`src/rtl/ddr2_arbiter_pkg.sv`:
```
// rtl/ddr2_arbiter_pkg.sv - shared widths, one-hot states and DDR2 command constants for ddr2_arbiter
package ddr2_arbiter_pkg;

    localparam int DDR2_BA_BITS   = 3;
    localparam int DDR2_ADDR_BITS = 13;

    typedef enum logic [4:0] {
        ST_INIT  = 5'b00001,
        ST_IDLE  = 5'b00010,
        ST_AREF  = 5'b00100,
        ST_WRITE = 5'b01000,
        ST_READ  = 5'b10000
    } arb_state_t;

    // {cs_n, ras_n, cas_n, we_n}
    localparam logic [3:0] CMD_NOP   = 4'b0111;
    localparam logic [3:0] CMD_DESEL = 4'b1111;

endpackage

```
`src/rtl/ddr2_arb_rr.sv`:
```
// rtl/ddr2_arb_rr.sv - 2-way write/read round-robin picker; pick[0]=write, pick[1]=read
module ddr2_arb_rr (
    input  logic       wr_req,
    input  logic       rd_req,
    input  logic       lrr_wr,
    output logic [1:0] pick
);

    always_comb begin
        pick = 2'b00;
        if (wr_req && rd_req) begin
            // on a tie, favour the type that was not granted last
            pick = lrr_wr ? 2'b10 : 2'b01;
        end else if (wr_req) begin
            pick = 2'b01;
        end else if (rd_req) begin
            pick = 2'b10;
        end
    end

endmodule

```
`src/rtl/ddr2_arbiter.sv`:
```
// rtl/ddr2_arbiter.sv - DDR2 init/refresh/write/read arbiter; optional watchdog via ARB_WATCHDOG_EN
module ddr2_arbiter
    import ddr2_arbiter_pkg::*;
#(
    parameter int BA_BITS   = DDR2_BA_BITS,
    parameter int ADDR_BITS = DDR2_ADDR_BITS
) (
    input  logic                 ck,
    input  logic                 rst,
    input  logic                 init_end,
    input  logic [3:0]           init_cmd,
    input  logic [3:0]           aref_cmd,
    input  logic [3:0]           wr_cmd,
    input  logic [3:0]           rd_cmd,
    input  logic [BA_BITS-1:0]   init_ba,
    input  logic [BA_BITS-1:0]   wr_ba,
    input  logic [BA_BITS-1:0]   rd_ba,
    input  logic [ADDR_BITS-1:0] init_addr,
    input  logic [ADDR_BITS-1:0] aref_addr,
    input  logic [ADDR_BITS-1:0] wr_addr,
    input  logic [ADDR_BITS-1:0] rd_addr,
    input  logic                 aref_req,
    input  logic                 wr_req,
    input  logic                 rd_req,
    input  logic                 aref_end,
    input  logic                 wr_end,
    input  logic                 rd_end,
    output logic                 aref_en,
    output logic                 wr_en,
    output logic                 rd_en,
    output logic                 ddr2_cs_n,
    output logic                 ddr2_ras_n,
    output logic                 ddr2_cas_n,
    output logic                 ddr2_we_n,
    output logic [BA_BITS-1:0]   ddr2_ba,
    output logic [ADDR_BITS-1:0] ddr2_addr,
    output logic [4:0]           arb_state,
    output logic                 arb_err
);

    arb_state_t state_q, state_d;
    logic       aref_en_d, wr_en_d, rd_en_d;
    logic       aref_pend, lrr_wr;
    logic [1:0] pick;
    logic [3:0] cmd_q;
    logic       op_state;
    logic       wd_trip;

    assign op_state = (state_q == ST_AREF) || (state_q == ST_WRITE) || (state_q == ST_READ);

    ddr2_arb_rr u_rr (
        .wr_req (wr_req),
        .rd_req (rd_req),
        .lrr_wr (lrr_wr),
        .pick   (pick)
    );

`ifdef ARB_WATCHDOG_EN
    logic [9:0] wd_cnt;

    assign wd_trip = op_state && (wd_cnt == 10'd1023);

    always_ff @(posedge ck or posedge rst) begin
        if (rst) begin
            wd_cnt  <= '0;
            arb_err <= 1'b0;
        end else begin
            if (state_d != state_q) begin
                wd_cnt <= '0;
            end else if (op_state) begin
                wd_cnt <= wd_cnt + 10'd1;
            end
            if (wd_trip) begin
                arb_err <= 1'b1;
            end
        end
    end
`else
    assign wd_trip = 1'b0;
    assign arb_err = 1'b0;
`endif

    always_comb begin
        state_d   = state_q;
        aref_en_d = 1'b0;
        wr_en_d   = 1'b0;
        rd_en_d   = 1'b0;
        case (state_q)
            ST_INIT:  if (init_end) state_d = ST_IDLE;
            ST_IDLE: begin
                if (aref_pend || aref_req) begin
                    state_d   = ST_AREF;
                    aref_en_d = 1'b1;
                end else if (pick[0]) begin
                    state_d = ST_WRITE;
                    wr_en_d = 1'b1;
                end else if (pick[1]) begin
                    state_d = ST_READ;
                    rd_en_d = 1'b1;
                end
            end
            ST_AREF:  if (wd_trip || aref_end) state_d = ST_IDLE;
            ST_WRITE: if (wd_trip || wr_end)   state_d = ST_IDLE;
            ST_READ:  if (wd_trip || rd_end)   state_d = ST_IDLE;
            default:  state_d = ST_INIT;
        endcase
    end

    always_ff @(posedge ck or posedge rst) begin
        if (rst) begin
            state_q   <= ST_INIT;
            aref_en   <= 1'b0;
            wr_en     <= 1'b0;
            rd_en     <= 1'b0;
            aref_pend <= 1'b0;
            lrr_wr    <= 1'b0;
        end else begin
            state_q <= state_d;
            aref_en <= aref_en_d;
            wr_en   <= wr_en_d;
            rd_en   <= rd_en_d;
            // a refresh asked for while busy must not be lost
            if (aref_en_d) begin
                aref_pend <= 1'b0;
            end else if (aref_req && (state_q != ST_IDLE)) begin
                aref_pend <= 1'b1;
            end
            if (wr_en_d) begin
                lrr_wr <= 1'b1;
            end else if (rd_en_d) begin
                lrr_wr <= 1'b0;
            end
        end
    end

    // command bus trails the state register by one cycle
    always_ff @(posedge ck or posedge rst) begin
        if (rst) begin
            cmd_q     <= CMD_DESEL;
            ddr2_ba   <= '0;
            ddr2_addr <= '0;
        end else begin
            case (state_q)
                ST_INIT: begin
                    cmd_q     <= init_cmd;
                    ddr2_ba   <= init_ba;
                    ddr2_addr <= init_addr;
                end
                ST_IDLE:  cmd_q <= CMD_NOP;
                ST_AREF: begin
                    cmd_q     <= aref_cmd;
                    ddr2_ba   <= '0;
                    ddr2_addr <= aref_addr;
                end
                ST_WRITE: begin
                    cmd_q     <= wr_cmd;
                    ddr2_ba   <= wr_ba;
                    ddr2_addr <= wr_addr;
                end
                ST_READ: begin
                    cmd_q     <= rd_cmd;
                    ddr2_ba   <= rd_ba;
                    ddr2_addr <= rd_addr;
                end
                default:  cmd_q <= CMD_DESEL;
            endcase
        end
    end

    assign {ddr2_cs_n, ddr2_ras_n, ddr2_cas_n, ddr2_we_n} = cmd_q;
    assign arb_state = state_q;

endmodule

```
`config.mk`:
```
export PLATFORM = sky130hd
export DESIGN_NAME = ddr2_arbiter
export DESIGN_NICKNAME = d
export VERILOG_FILES = /design/src/rtl/ddr2_arbiter_pkg.sv /design/src/rtl/ddr2_arb_rr.sv /design/src/rtl/ddr2_arbiter.sv
export SDC_FILE = /design/constraint.sdc
export NUM_CORES = 1
export LEC_CHECK = 0
export ABC_CLOCK_PERIOD_IN_PS = 5500
export CORE_MARGIN = 2
export CORE_UTILIZATION = 39
export CTS_CLUSTER_DIAMETER = 150
export DETAILED_ROUTE_END_ITERATION = 8
export PLACE_DENSITY = 0.89
export SLEW_MARGIN = 20
export SYNTH_ARGS = -nofsm -noshare
export SYNTH_HDL_FRONTEND = slang
export SYNTH_SLANG_ARGS = --single-unit
```
`constraint.sdc`:
```
create_clock -name ck -period 5.5 [get_ports ck]
set_clock_uncertainty 0.15 [all_clocks]
set_input_delay 1.1 -clock ck [delete_from_list [all_inputs] [get_ports ck]]
set_output_delay 1.1 -clock ck [all_outputs]
set_load 0.02 [all_outputs]
```
==> results of run 1 <==
[path summary, 6_finish.rpt]
check,cells after the start,to,startpoint
setup reg to reg,5,ddr2_addr[12]$_DFFE_PP0P_,arb_state[4]$_DFFE_PP0P_
hold reg to reg,1,wr_en$_DFF_PP0_,lrr_wr$_DFFE_PP0P_
setup / recovery,1,arb_state[0],arb_state[0]$_DFFE_PP1P_
max in group asynchronous,2,aref_en$_DFF_PP0_,rst
min in group asynchronous,2,ddr2_addr[10]$_DFFE_PP0P_,rst
hold / removal,1,wr_en$_DFF_PP0_,lrr_wr$_DFFE_PP0P_
[state kept, by name, summed over array words and instances (netlist names)]
register	flops
arb_state	5
aref_en	1
aref_pend	1
cmd_q	4
ddr2_addr	13
ddr2_ba	3
lrr_wr	1
rd_en	1
wr_en	1
[kinds of logic (layout without fill, tap and decap cells)]
group	after synthesis	after routing	synth area share, %
buffers and inverters	23	127	8.11
DFF	30	30	42.3
other	1	1	0.210
muxes	2	2	1.12
AOI/OAI and AO/OA	67	67	30.6
and+or+nand+nor	63	63	17.1
xor gates and xnor gates	1	1	0.490
[routing by layer]
metal / share of wire, % / global-route usage, %
met5: 0 / 0
met4: 1.5 / 9.22
met3: 7.9 / 4.92
met2: 50 / 38.4
met1: 41 / 29.9
[placed cells by master (no fill, tap or decap), drive strengths merged, types with 3 or more instances in the layout]
cell | netlist | final
o21ai | 8 | 8
buf | 17 | 4
a21oi | 4 | 4
a31oi | 13 | 13
dfstp | 5 | 5
nor2 | 6 | 6
dfrtp | 25 | 25
nand3 | 7 | 7
clkbuf | 2 | 6
nand2 | 33 | 33
a221oi | 13 | 13
clkdlybuf4s50 | 0 | 113
a22o | 13 | 13
a22oi | 6 | 6
inv | 4 | 4
nor2b | 3 | 3
[power by group]
part	internal, mW	total, mW	switching (mW)
clock network	0.0962	0.172	0.0756
registers	0.326	0.392	0.0660
logic	0.315	0.693	0.378
[stage by stage]
stage | cells | util [%]
after floorplan | 187 | -
after global placement | 337 | 65.8
after detailed placement | 337 | 65.8
after CTS | 343 | 67.7
after global routing | 343 | 67.7
final | 343 | 67.7
[layout make-up]
type / count / area (µm²)
Inverter: 4 / 15.0
Tap cell: 52 / 65.1
Sequential cell: 30 / 757
Multi-Input combinational cell: 134 / 887
Timing Repair Buffer: 117 / 1160
Clock buffer: 6 / 82.6
Fill cell: 374 / 1420
==> out/qor.txt, run 1 <==
status = finished, final reports clean
port bufs = 113
layout cells sized above 1 = 10.3%
critical path startpoint category = flop
area post-placement = 2890 µm²
core area = 4380 µm²
clock root buffer = clkbuf_8
critical path cell sequence = clkdlybuf4s50_1
ys async rst share = 100%
Max Root-Sink Buffers = 2
Post-synth top cells = 33 x nand2_1, 25 x dfrtp_1, 13 x a22o_1, 13 x a31oi_1
initial antenna violation count = 0
syn avg cell area = 9.57 µm²
Largest stage delay, worst path = 0.64 ns
RSZ-0062 raised after global routing = no
Sink Count = 30
Max Fclk = 357 MHz
Slew HR = 38.2%
Initial DRT Pass Iterations = 4
Final setup viols = 0
global route overflow = 0
max cap viols = 0
sequential area share after synthesis = 42.3%
Worst EP arrival = 1.55 ns
area share of the largest cell type after synthesis = 35.0%
Power Density = 423 nW/µm²
CP max FO = 11
WL/cell = 17.3 µm
largest net degree at the start of global routing = 33
Worst-Margin Slew = 0.928 ns
Starting Density = 40.8%
min Tclk post-route = 2.80 ns
setup total negative slack = 0 ns
Hold WC Path Type = reg2reg
area grow syn2layout = 65.9%
FF+latch count, synth = 30
pre-CTS WS = 2.84 ns
total CTS buffers = 5
Post-Route WL = 5930 µm
synth warn = 0
Final ANT Viol Nets = 0
IO Pins = 115
first-pass GRT wire length = 9360 µm
Post-Syn Area = 1790 µm²
post-CTS resize count = 0
Hold-fix buffers, CTS = 0
clock slew at reported path FFs = 0.06 ns
Net count, final = 378
final setup margin = 2.70 ns
CTS tree = yes
Yosys cell types = 43
via count = 1901
clk_lat worst skew = 0.27 ns
Placer Congestion = 0.829
FP Rows = 24
CP Class = reg2out
Final Instance Area = 2970 µm²
EDFF count, synth = 0
DRC = 0
Top Family by Delay on Critical Path = buffers and inverters
setup bufs post-CTS = 0
Final period util = 50.9%
Bufs and invs on worst path = 1
leakage power = 1.22 nW
Required @ worst endpoint = 4.25 ns
Synth area leaders = dfrtp_1 35%, dfstp_2 7.3%, nand2_1 6.9%
total power = 1.26 mW
max-slew violations = 0
post-synth top area cell = dfrtp_1
die area = 5150 µm²
Post-DP HPWL = 4370 µm
# diodes = 0
violation count after the first detailed-route iteration = 96
vias per inst = 5.54
final hold vios = 0
Mapped Cells = 187
die height = 71.7 µm
r2r setup slk = 3.21 ns
most frequent cell after synthesis = nand2_1
Critical Path Sink Type = output port
top_reg_cell synth = dfrtp_1
GRT Overall Usage = 23.3%
Synthesized Nets = 273
H-tree depth = 2
maximum vdd drop = 248 µV
vias in the first global route = 1974
die width = 71.7 µm
Hold WS = 0.361 ns
slowest CP cell = clkdlybuf4s50_1
(Power assumes the default switching activity.)
==> run 2, diff against run 1 <==
ABC_CLOCK_PERIOD_IN_PS = 2880   (was 5500)
CORE_UTILIZATION = 37   (was 39)
PLACE_DENSITY = 0.86   (was 0.89)
clock period = 2.88 ns   (was 5.5 ns; I/O delays follow)
==> run 2 against run 1 <==
Effect of this change:
- non-clock buffer count increased by 4
- critical path depth is the same
- register-to-register slack lost 2.4 ns
- final cell count grew 2.3%
- sequential cell count unchanged
- clock power rose by 110%
- global-route usage fell by 1.4 points
- wire length is 1.6% lower
- utilization fell by 3.6 points
- critical path type unchanged
- largest cell class unchanged
- largest power group unchanged
==> out/qor.txt, run 2 (synthesis gave the netlist of run 1 again) <==
Required @ worst endpoint = 2.15 ns
violation count after the first detailed-route iteration = 76
met3 wire len = 341 µm
initial antenna violation count = 0
Final Instance Area = 3010 µm²
CP Class = reg2out
Top Family by Delay on Critical Path = flip-flops
FP Rows = 25
die area = 5410 µm²
max-slew violations = 0
critical path startpoint category = flop
top sig layer = met4
Hold-fix buffers, CTS = 0
Largest stage delay, worst path = 0.64 ns
Final Instance Count excl. Fillers = 351
area post-placement = 2920 µm²
largest net degree at the start of global routing = 31
leakage power = 1.25 nW
vias per inst = 5.48
core area = 4690 µm²
total CTS buffers = 5
Crit path depth = 1
Starting Density = 38.1%
Max Fclk = 439 MHz
first-pass GRT wire length = 8980 µm
setup bufs post-CTS = 0
slowest CP cell = dfstp_2
Sink Count = 30
Initial DRT Pass Iterations = 4
Bufs and invs on worst path = 1
Worst-Margin Slew = 0.787 ns
# diodes = 0
Final setup viols = 0
port bufs = 113
M1 WL = 2370 µm
maximum vdd drop = 412 µV
WL met2 = 3060 µm
global route overflow = 0
final hold vios = 0
CTS tree = yes
clock slew at reported path FFs = 0.07 ns
die height = 73.5 µm
Placer Congestion = 0.771
DRC = 0
post-CTS resize count = 0
H-tree depth = 2
max cap viols = 0
layout cells sized above 1 = 11.4%
clk_lat worst skew = 0.28 ns
CP max FO = 11
Post-DP HPWL = 4480 µm
Hold WC Path Type = reg2reg
setup total negative slack = 0 ns
Post-Route WL = 5830 µm
fill count = 420
Power Density = 799 nW/µm²
die width = 73.5 µm
RSZ-0062 raised after global routing = no
GRT Overall Usage = 21.9%
commonest non-fill, non-tap cell in the layout = clkdlybuf4s50_1
status = finished, final reports clean
WHS Path Cells = 2
most frequent cells in the layout = 113 x clkdlybuf4s50_1, 33 x nand2_1, 25 x dfrtp_1
post-placement cell count = 343
Max Root-Sink Buffers = 2
vias in the first global route = 1904
Final period util = 79.0%
Final ANT Viol Nets = 0
R2R cell count = 4
max reg flops = 13
via count = 1924
Critical Path Sink Type = output port
IO Pins = 115
critical path cell sequence = clkdlybuf4s50_1
area grow syn2layout = 68.2%
WL/cell = 16.6 µm
min Tclk post-route = 2.28 ns
Net count, final = 382
Slew HR = 47.4%
Worst EP arrival = 1.55 ns
clock root buffer = clkbuf_8
Largest Register = ddr2_addr
==> run 2: cell types whose count changed in the layout (fill, tap and decap cells not counted) <==
cell / previous run / this run
buf_4: 4 / 8
clkbuf_1: 0 / 1
clkinv_2: 0 / 1
inv_1: 3 / 4
inv_2: 1 / 0
==> run 2: final cells by class <==
class	instances	area, µm²	area share (%)
clock buffer	7	86.3	2.87
clock inverter	1	5.00	0.166
inverter	4	15.0	0.499
multi-input combinational	134	887	29.5
sequential	30	757	25.2
tap	54	67.6	2.25
timing repair buffer	121	1190	39.6
==> run 2: where the power goes <==
| group | internal (mW) | switching, mW |
|---|---|---|
| logic | 0.607 | 0.701 |
| registers | 0.621 | 0.121 |
| clock network | 0.193 | 0.162 |
| total | 1.42 | 0.984 |
==> run 2: per-layer routing <==
metal  vias to the layer above  global-route usage (%)
met5                         -                       0
met4                         0                    7.27
met3                         6                    4.53
met2                        73                    37.6
met1                       921                    27.3
li1                        924                       -
==> run 2: path summary, 6_finish.rpt <==
check / slack, ns / from / to
worst max-delay path: 0.60 / arb_state[0]$_DFFE_PP1P_ / arb_state[0]
worst min-delay path: 0.38 / ddr2_ba[0]$_DFFE_PP0P_ / ddr2_ba[0]$_DFFE_PP0P_
worst max register to register: 0.86 / arb_state[1]$_DFFE_PP0P_ / arb_state[1]$_DFFE_PP0P_
worst min register to register: 0.38 / ddr2_ba[0]$_DFFE_PP0P_ / ddr2_ba[0]$_DFFE_PP0P_
max in group asynchronous: 1.70 / rst / arb_state[0]$_DFFE_PP1P_
min in group asynchronous: 0.56 / rst / ddr2_addr[10]$_DFFE_PP0P_
==> run 2: stage by stage <==
step                      power (mW)  worst slack (ns)  hold slack, ns  utilization (%)
after floorplan                 1.52              1.01           0.315                -
after global placement          2.03             0.897           0.351             62.2
after detailed placement        2.07             0.833           0.362             62.2
after CTS                       2.43             0.596           0.378             64.1
after global routing            2.57             0.541           0.396             64.1
final                           2.40             0.604           0.376             64.1
==> run 3, diff against run 2 <==
ABC_CLOCK_PERIOD_IN_PS = 2000   (was 2880)
CORE_UTILIZATION = 33   (was 37)
PLACE_DENSITY = 0.81   (was 0.86)
clock period = 2 ns   (was 2.88 ns; I/O delays follow)
==> run 3 against run 2 <==
Effect of this change:
- register-to-register slack got worse by 0.61 ns
- die area increased by 11%
- via count increased by 1.1%
- design area increased by 3.7%
==> out/qor.txt, run 3 (synthesis gave the netlist of run 1 again) <==
status = finished, final reports clean
commonest non-fill, non-tap cell in the layout = clkdlybuf4s50_1
Top Family by Delay on Critical Path = buffers and inverters
area post-placement = 3010 µm²
Sink Count = 30
Initial DRT Pass Iterations = 4
Power Density = 1180 nW/µm²
max reg flops = 13
clk_lat worst skew = 0.28 ns
Placer Congestion = 0.836
min Tclk post-route = 1.95 ns
global route overflow = 0
Post-Route WL = 5850 µm
most frequent cells in the layout = 109 x clkdlybuf4s50_1, 33 x nand2_1, 22 x dfrtp_1
core area = 5170 µm²
first-pass GRT wire length = 9510 µm
Net count, final = 391
initial antenna violation count = 0
Final Instance Area = 3120 µm²
slowest CP cell = clkdlybuf4s50_1
CTS tree = yes
Final Instance Count excl. Fillers = 376
FP Rows = 26
post-placement cell count = 368
fill count = 453
port bufs = 113
vias in the first global route = 1953
WL/cell = 15.6 µm
Starting Density = 34.6%
Largest stage delay, worst path = 0.61 ns
critical path cell sequence = clkdlybuf4s50_1
Final period util = 97.4%
RSZ-0062 raised after global routing = no
Bufs and invs on worst path = 1
CP max FO = 1
violation count after the first detailed-route iteration = 48
clock slew at reported path FFs = 0.07 ns
total CTS buffers = 5
Final ANT Viol Nets = 0
# diodes = 0
Post-DP HPWL = 4500 µm
DRC = 0
CP Class = reg2out
GRT Overall Usage = 19.7%
Required @ worst endpoint = 1.45 ns
H-tree depth = 2
die area = 6030 µm²
final hold vios = 0
layout cells sized above 1 = 15.4%
setup total negative slack = 0 ns
critical path startpoint category = flop
leakage power = 1.34 nW
IO Pins = 115
vias per inst = 5.18
max cap viols = 0
max-slew violations = 0
via count = 1946
Max Root-Sink Buffers = 2
Final setup viols = 0
Critical Path Sink Type = output port
Worst EP arrival = 1.40 ns
die width = 77.6 µm
Hold WC Path Type = in2async
area grow syn2layout = 74.4%
clock root buffer = clkbuf_8
Largest Register = ddr2_addr
largest net degree at the start of global routing = 31
die height = 77.6 µm
setup bufs post-CTS = 0
maximum vdd drop = 592 µV
Max Fclk = 513 MHz
r2r setup slk = 0.25 ns
## run 3: tightest hold or removal path, cell delays in order
cell and delay (ns):
clkdlybuf4s50_1 0.39, inv_1 0.05, buf_4 0.34
## run 3: through the flow
step | util (%) | hold slack (ns) | setup slack (ns) | power [mW]
final | 60.3 | 0.349 | 0.0522 | 3.69
after global routing | 60.3 | 0.380 | 0.00304 | 3.94
after CTS | 60.2 | 0.352 | 0.0393 | 3.73
after detailed placement | 58.1 | 0.342 | 0.205 | 3.12
after global placement | 58.1 | 0.335 | 0.221 | 3.08
after floorplan | - | 0.315 | 0.132 | 2.19
## run 3: layout make-up
class | count | area, µm² | share of cell area (%)
Sequential cell | 30 | 761 | 24.4
Clock buffer | 5 | 68.8 | 2.21
Tap cell | 70 | 87.6 | 2.81
Clock inverter | 3 | 40.0 | 1.28
Multi-Input combinational cell | 134 | 887 | 28.4
Timing Repair Buffer | 130 | 1260 | 40.4
Inverter | 4 | 15.0 | 0.481
## run 3: what timing repair did
| item | CTS | global route |
|---|---|---|
| hold buffers | 0 | 0 |
| resized for setup | 5 | 2 |
| endpoints found under the setup margin | 5 | 2 |
## run 3: layer usage
metal,GRT usage [%],routed length [µm]
met1,24.3,2400
met2,34.7,2980
met4,5.00,48
met5,0,0
met3,4.30,425
## run 3: power breakdown
group	switching [mW]	internal, mW	leakage, nW
clock network	0.231	0.366	0.0579
logic	1.04	0.973	0.917
registers	0.180	0.898	0.361
total	1.45	2.24	1.34
## run 3: path summary, 6_finish.rpt
check,start,endpoint,cells past startpoint
min reg2reg,lrr_wr$_DFFE_PP0P_,wr_en$_DFF_PP0_,1
max reg2reg,arb_state[3]$_DFFE_PP0P_,ddr2_addr[4]$_DFFE_PP0P_,5
min,rst,arb_state[1]$_DFFE_PP0P_,3
max in group asynchronous,rst,arb_state[0]$_DFFE_PP1P_,3
max,cmd_q[0]$_DFF_PP1_,ddr2_we_n,1
min in group ck,lrr_wr$_DFFE_PP0P_,wr_en$_DFF_PP0_,1
